## config.mk

```make
export PLATFORM = sky130hd
export DESIGN_NAME = bloom_filter_loader
export DESIGN_NICKNAME = d
export VERILOG_FILES = /design/src/rtl/bloom_filter_loader.sv
export SDC_FILE = /design/constraint.sdc
export NUM_CORES = 2
export LEC_CHECK = 0
export CAP_MARGIN = 10
export CORE_AREA = 8 8 424 426
export DETAILED_ROUTE_END_ITERATION = 16
export DIE_AREA = 0 0 432 434
export PLACE_DENSITY = 0.66
export SLEW_MARGIN = 5
export SYNTH_ARGS = -nofsm -noshare
export SYNTH_HDL_FRONTEND = slang
export SYNTH_SLANG_ARGS = --single-unit
```

## constraint.sdc

```tcl
create_clock -name clk -period 7.7 [get_ports clk]
set_input_delay 1.54 -clock clk [delete_from_list [all_inputs] [get_ports clk]]
set_output_delay 1.54 -clock clk [all_outputs]
set_load 0.02 [all_outputs]
```

## src/rtl/bloom_filter_loader.sv

```systemverilog
// Write-side engine for the 1024-bit firewall Bloom filter: hashes flow keys over six
// rounds, sets the indexed bit, keeps a live popcount and sweep-clears on request.
module bloom_filter_loader #(
   parameter int FILTER_BITS = 1024,
   parameter int CLR_WIDTH   = 32
) (
   input  logic                   clk,
   input  logic                   reset,
   input  logic                   ins_valid,
   output logic                   ins_ready,
   input  logic [31:0]            ins_k0,
   input  logic [15:0]            ins_k1,
   input  logic [15:0]            ins_k2,
   input  logic                   clr_req,
   output logic                   busy,
   output logic                   done,
   output logic [9:0]             done_index,
   output logic                   new_bit,
   output logic [FILTER_BITS-1:0] filter_bits,
   output logic [10:0]            set_count
);

   localparam int NWORDS = FILTER_BITS / CLR_WIDTH;
   localparam int PTR_W  = (NWORDS > 1) ? $clog2(NWORDS) : 1;

   typedef enum logic [3:0] {
      S_IDLE, S_H1, S_H2, S_H3, S_H4, S_H5, S_H6, S_SET, S_CLEAR
   } state_t;

   state_t           state, state_nxt;
   logic [31:0]      ha, hb, hc;
   logic [31:0]      round;
   logic [PTR_W-1:0] ptr;
   logic             accept_ins, accept_clr, last_word;
   logic [9:0]       set_idx;
   logic             bit_new;
   logic             unused_k2;

   function automatic logic [31:0] rol(input logic [31:0] x, input int n);
      return (x << n) | (x >> (32 - n));
   endfunction

   // Only the low byte of the destination port feeds the hash.
   assign unused_k2  = ^ins_k2[15:8];

   assign ins_ready  = (state == S_IDLE) && !clr_req;
   assign busy       = (state != S_IDLE);
   assign accept_clr = (state == S_IDLE) && clr_req;
   assign accept_ins = ins_valid && ins_ready;
   assign last_word  = (ptr == PTR_W'(NWORDS - 1));
   assign set_idx    = hc[9:0];
   assign bit_new    = ~filter_bits[set_idx];

   always_ff @(posedge clk or negedge reset) begin
      if (!reset) state <= S_IDLE;
      else        state <= state_nxt;
   end

   always_comb begin
      state_nxt = state;
      unique case (state)
         S_IDLE: begin
            if (accept_clr)      state_nxt = S_CLEAR;
            else if (accept_ins) state_nxt = S_H1;
         end
         S_H1:    state_nxt = S_H2;
         S_H2:    state_nxt = S_H3;
         S_H3:    state_nxt = S_H4;
         S_H4:    state_nxt = S_H5;
         S_H5:    state_nxt = S_H6;
         S_H6:    state_nxt = S_SET;
         S_SET:   state_nxt = S_IDLE;
         S_CLEAR: if (last_word) state_nxt = S_IDLE;
         default: state_nxt = S_IDLE;
      endcase
   end

   // One mixing round per state; the result replaces one of a/b/c in place.
   always_comb begin
      round = '0;
      unique case (state)
         S_H1:    round = (hc ^ hb) - rol(hb, 14);
         S_H2:    round = (ha ^ hc) - rol(hc, 11);
         S_H3:    round = (hb ^ ha) - rol(ha, 25);
         S_H4:    round = (ha ^ hc) - rol(hc, 4);
         S_H5:    round = (hb ^ ha) - rol(ha, 14);
         S_H6:    round = (hc ^ hb) - rol(hb, 24);
         default: round = '0;
      endcase
   end

   always_ff @(posedge clk or negedge reset) begin
      if (!reset) begin
         ha <= '0;
         hb <= '0;
         hc <= '0;
      end else if (accept_ins) begin
         ha <= 32'hdeadbef8 + ins_k0;
         hb <= 32'hdeadbef1 + {16'h0000, ins_k1};
         hc <= 32'hdeadbef8 + {24'h000000, ins_k2[7:0]};
      end else begin
         unique case (state)
            S_H1, S_H6: hc <= round;
            S_H2, S_H4: ha <= round;
            S_H3, S_H5: hb <= round;
            default: ;
         endcase
      end
   end

   // set_count deliberately holds its pre-clear value until the sweep finishes.
   always_ff @(posedge clk or negedge reset) begin
      if (!reset) begin
         filter_bits <= '0;
         set_count   <= '0;
         done        <= 1'b0;
         new_bit     <= 1'b0;
         done_index  <= '0;
         ptr         <= '0;
      end else begin
         done <= 1'b0;
         unique case (state)
            S_IDLE: if (accept_clr) ptr <= '0;
            S_SET: begin
               filter_bits[set_idx] <= 1'b1;
               done_index           <= set_idx;
               new_bit              <= bit_new;
               set_count            <= set_count + {10'd0, bit_new};
               done                 <= 1'b1;
            end
            S_CLEAR: begin
               filter_bits[int'(ptr) * CLR_WIDTH +: CLR_WIDTH] <= '0;
               ptr <= ptr + PTR_W'(1);
               if (last_word) begin
                  set_count <= '0;
                  new_bit   <= 1'b0;
                  done      <= 1'b1;
               end
            end
            default: ;
         endcase
      end
   end

endmodule

```

* After elaboration in Yosys (flattened, before gate mapping)
Index checks and enable logic that the tools add are counted.
** Word-level totals
- Logic and storage cells :: 92
- Bits in registers :: 1152
- Output and inout bits :: 1049
- Input port bits :: 68
** Operators by class
- Mux-type cells :: 25
- Order comparisons :: 2
- Reduce and logical (&&, ||, !) cells :: 18
- Add/sub/neg operators :: 12
- Equality and inequality tests :: 12
- Shifts and indexed selects :: 2
- Bitwise operators :: 11
** Operators by type and width (number)
- one-hot mux 1024 bit (2 select lines) :: 1
- bitwise mux 1024 bit :: 1
- bitwise OR 1024 bit :: 1
- variable shift 32 x 33 -> 1024 bit, first input constant :: 1
- variable part select 32 x 33 -> 1024 bit, first input constant :: 1
- two-way mux 32 bit :: 6
- one-hot mux 32 bit (6 select lines) :: 1
- subtractor 32 bit :: 6
- XOR 32 bit :: 3
- bitwise OR 32 x 14 -> 32 bit :: 2
- negator 10 -> 33 bit :: 1
- adder 31 x 17 -> 32 bit, first input constant :: 1
- adder 31 x 9 -> 32 bit, first input constant :: 1
- adder 32 bit, first input constant :: 1
- bitwise OR 32 x 11 -> 32 bit :: 1
- bitwise OR 32 x 24 -> 32 bit :: 1
- bitwise OR 32 x 25 -> 32 bit :: 1
- bitwise OR 32 x 4 -> 32 bit :: 1
- one-hot mux 4 bit (8 select lines) :: 1
- one-hot mux 11 bit (2 select lines) :: 1
- equality test 4 x 3 -> 1 bit, second input constant :: 4
- two-way mux 4 bit :: 3
- adder 11 x 1 -> 11 bit :: 1
- less-than comparator 10 x 11 -> 1 bit, second input constant :: 1
- other kinds (23) :: 40

* Longest topological paths before layout
- Depth after elaboration :: 6
- Depth in mapped cells :: 21
- Gate-level depth less buffers :: 17

* Worst setup path before layout
OpenSTA, ideal clock, no wires.
- Kind :: register to register
- Start :: reg hc[0]
- End :: reg hc[28]
- Arrival :: 4.193 ns
- Slack :: 3.370 ns
- Path buffers :: 7
- Stages on the path, launching flop included :: 22
- Data required time :: 7.563 ns
- Period minus slack after synthesis :: 4.330 ns
- Library setup time :: 0.137 ns
- Path through :: dfrtp_1 > buf_2 > buf_6 > buf_6 > buf_6 > buf_4 > buf_2 > buf_2 > xnor2_1 > ha_1 > inv_1 > fa_1 > a211oi_1 > o21ai_0 > a21o_1 > o211a_1 > o211ai_1 > a211oi_1 > or2_2 > a31oi_1 > xor2_1 > a21oi_1
** Between the ends
- Cells in the longest elaborated chain, start to end :: 5
- Elaborated cells on any way between the ends :: 11
- Those cells by class :: add/sub (4); mux (3); bitwise (4)
** RTL lines
- start, declared :: RTL line 31 : logic [31:0] ha, hb, hc;
- start signal, assigned :: RTL line 100 : hc <= 32'hdeadbef8 + {24'h000000, ins_k2[7:0]};
- start signal, assigned :: RTL line 103 : S_H1, S_H6: hc <= round;
- XOR 32 bit, or another cell as far along :: RTL line 82, 87
- subtractor 32 bit, on equally long branches
- one-hot mux 32 bit (6 select lines) (*) :: RTL line 81 : unique case (state)
- two-way mux 32 bit (*) :: RTL line 102 : unique case (state)
- two-way mux 32 bit (*) :: RTL line 97 : end else if (accept_ins) begin
Every way passes the cells marked *; elsewhere a longest branch is shown, timed or not. The select of a mux whose other input is x is not followed.
A chain may end at the register's enable or synchronous reset.

* Worst setup path after layout
- Start :: reg hc[2]
- End :: reg set_count[10]
** Between the ends
- Cells in the longest elaborated chain, start to end :: 5
** RTL lines
- binary-select mux 1 bit (select 10 bit) :: RTL line 52 : assign bit_new = ~filter_bits[set_idx];
- two-way mux 1 bit (implied by the code) :: RTL line 52
- inverter 1 bit :: RTL line 52
- adder 11 x 1 -> 11 bit :: RTL line 128 : set_count <= set_count + {10'd0, bit_new};
- one-hot mux 11 bit (2 select lines) :: RTL line 122 : unique case (state)
- end signal, assigned :: RTL line 128
- end, declared :: RTL line 20 : output logic [10:0] set_count
Every way passes these cells. The select of a mux whose other input is x is not followed.

==> run summary <==
Pint: 0.0136 W
Top layer in use: met5
Top_reg_cell synth: dfrtp_1
Simple-gate share of the synthesized area: 0.132
Tot Pwr: 0.0238 W
Period minus WS final: 7.00 ns
Row Count: 153
Most frequent cell after synthesis: nor2_1
Final setup violating endpoints: 0
Antenna violations before repair: 23
Num Clock Sinks: 1152
Slew HR: 0.163
Worst Path Max Fanout: 18
Leak: 34.2 nW
Initial core utilization: 0.335
RSZ-0062 raised after global routing: no
Hold Crit Class: register to register
Overflow after GRT: 0
WL met1: 119 mm
Post-synth top area share: 0.498
Die X: 432 um
Port Buffers: 1108
Reg2Reg Depth: 19
Post-synth EDFFs: 0
Vias in the first global route: 54600
# Max-Cap Violations: 0
Fmax achieved: 0.143 GHz
Post-synth top area cell: dfrtp_1
Global-route wire length before repair: 447 mm
Met2 WL post-DR: 143 mm
WL met3: 40.9 mm
Filler instances: 16500
Sequential area share after synthesis: 0.498
Area contributors post-synth: dfrtp_1 (50%), mux2i_1 (10%), a21oi_1 (9.8%), nor2_1 (7.9%), o22ai_1 (2.8%)
CTS Hold Bufs: 0
GPL Wtd Cong: 0.961
H-tree depth: 4
Placed cells: 9230
Hold wc startpoint: done_index[2]$_DFFE_PN0P_
Final hold violations: 0
Gr usage total: 0.335
Crit start category: register
Flops & latches, synth: 1152
Pwr/cell area: 311 nW/um^2
CP endpoint kind: register
Wire length per cell: 34.9 um
Core area: 173000 sq um
Post-Synthesis Cells: 6082
DR pass1 iterations: 8
Vias per cell: 6.08
Worst-Margin Slew: 1.25 ns
Yosys warnings: 0
Hold Path Stages: 2
Setup TNS: 0 ns
Fin util: 0.442
Adder-cell area share of the yosys netlist: 0.0231
Cts bufs inserted: 133
Final-report max-slew violation count: 0
Complex-gate fraction of the synthesized area: 0.167
Die height: 434 um
Syn nets: 6255
Net Sw Frac: 0.429
PostCTS Resize Cnt: 0
Count of nets after finishing: 7217
Worst setup path class: register to register
Initial DRC Count: 8431
Top Ports: 1117
Post-DP HPWL: 233 mm
Crit Reg-Reg Startpoint: hc[2]$_DFFE_PN0P_
Die Area: 187000 sq um
Max clock buf depth: 3
Postcts setup bufs: 0
Worst R2R Setup Slack: 0.70 ns
Sequential share of power: 0.302
Area grow syn2layout: 32.0%
Clock transition at the registers of the reported paths: 0.06 ns
Clock Skews: 0.0358 ns
Post-synthesis mux area share: 0.106
Total number of vias: 57600
Clock share of power: 0.272
Async SR Flop Fraction: 1.00
Routed Antenna Nets: 0
Root Buffer: clkbuf_16
Arrival time worst endpoint: 7.64 ns
Outcome: complete, no violations
DRC: 0
Largest net degree at the start of global routing: 165
Worst-Skew Late Latency: 0.82 ns
CP required: 8.34 ns
Routed wire length: 331 mm
CTS tree: done
Hold Path Sink: done_index[2]$_DFFE_PN0P_
Synth cell types: 84
Main combinational cell family by area after synthesis: compound AO/OA/AOI/OAI gates
Fin cells: 9478
Mapped cell area: 57900 sq um
Reg-to-Reg End: set_count[10]$_DFFE_PN0P_
Layout cells sized above 1: 0.0792
Combinational share of power: 0.426
XOR/XNOR Fraction of Synth Area: 0.0337
Mean Syn Cell Area: 9.52 sq um
Most instantiated cells after synthesis: nor2_1 (1218), dfrtp_1 (1152), a21oi_1 (1133), mux2i_1 (606), o22ai_1 (263)
Period utilization: 0.909
NetSw: 0.0102 W
VDD IR max: 0.219 mV
## state kept, by name, indices dropped and copies added (netlist names)
| signal | flops |
|---|---|
| done | 1 |
| done_index | 10 |
| state | 4 |
| hb | 32 |
| filter_bits | 1024 |
| ha | 32 |
| set_count | 11 |
| new_bit | 1 |
| hc | 32 |
| ptr | 5 |
## power by group through the flow
stage | registers (W) | clock network, W | logic (W)
floorplan | 0.00670 | 0 | 0.00672
global placement | 0.00725 | 0 | 0.00981
detailed placement | 0.00726 | 0 | 0.00984
CTS | 0.00715 | 0.00652 | 0.00991
global route | 0.00718 | 0.00675 | 0.0108
finish | 0.00718 | 0.00648 | 0.0101
## critical path, cell delays in order, from the launching register on
cell and delay [ns]:
dfrtp_1 0.89, buf_4 0.37, or4_2 0.71, buf_4 0.35, o22ai_1 0.12, nor4_1 0.29
nand3_1 0.13, nand2_1 0.29, o22ai_1 0.12, o32ai_1 0.66, o221ai_1 0.33, nor2_1 0.61
ha_1 0.30, ha_1 0.20, nand2_1 0.07, nor3b_1 0.76, buf_4 0.26, nand3_1 0.10
xor2_1 0.15, nor2_1 0.05
## kinds of logic (layout without fill, tap and decap cells)
family                     after synthesis  in the layout
DFF                                   1152           1152
adders and majority gates              105            105
AOI/OAI and AO/OA                     1720           1720
xor gates and xnor gates               223            223
other                                    0             10
and+or+nand+nor                       1753           1753
buffers and inverters                  518           1579
muxes                                  611            611
## how the worst max path moves through the flow
stage	start	to	slack [ns]	cells after the start
6_report	hc[2]$_DFFE_PN0P_	set_count[10]$_DFFE_PN0P_	0.70	19
5_1_grt	hc[2]$_DFFE_PN0P_	set_count[10]$_DFFE_PN0P_	0.1	19
4_1_cts	hc[2]$_DFFE_PN0P_	set_count[10]$_DFFE_PN0P_	0.27	19
3_5_place_dp	hc[2]$_DFFE_PN0P_	set_count[10]$_DFFE_PN0P_	0.33	19
3_3_place_gp	hc[2]$_DFFE_PN0P_	set_count[10]$_DFFE_PN0P_	0.33	19
2_1_floorplan	hc[0]$_DFFE_PN0P_	hc[28]$_DFFE_PN0P_	3.37	21
## cell type report
cell class | count | area (sq um) | share of cell area
antenna | 10 | 25.0 | 0.000327
clock buffer | 191 | 3860 | 0.0505
clock inverter | 43 | 497 | 0.00650
inverter | 35 | 131 | 0.00172
multi-input combinational | 4412 | 27300 | 0.358
sequential | 1152 | 28800 | 0.377
tap | 2325 | 2910 | 0.0381
timing repair buffer | 1310 | 12800 | 0.168
## placed cells by master, fill, tap and decap left out, drive strengths merged, types with 9 or more instances in the layout
cell type      instances
nor2                1233
dfrtp               1152
a21oi               1135
clkdlybuf4s50       1107
mux2i                606
o22ai                263
buf                  203
clkbuf               191
nand2                172
xor2                 134
ha                   102
xnor2                 89
o21ai                 82
nor3                  79
nor4                  72
nand3                 54
inv                   45
a21o                  40
a31oi                 31
a211oi                30
clkinv                25
nand2b                20
and3                  20
or3                   20
o21a                  19
a22oi                 15
nor2b                 14
o31ai                 14
nand4                 11
diode                 10
o211ai                10
or2                    9
## per-layer routing
| metal | up-vias | track usage |
|---|---|---|
| met2 | 4486 | 0.500 |
| met5 | - | 0 |
| met4 | 4 | 0.238 |
| li1 | 23400 | - |
| met3 | 1153 | 0.115 |
| met1 | 28600 | 0.405 |
## metrics by stage
stage	hold WS [ns]	worst slack (ns)	instance area (sq um)
2_1_floorplan	0.529	3.37	57900
3_3_place_gp	0.465	0.332	72000
3_5_place_dp	0.469	0.327	72000
4_1_cts	0.484	0.274	76300
5_1_grt	0.516	0.0969	76400
6_report	0.481	0.700	76400
Power figures use the tool's default switching activity.
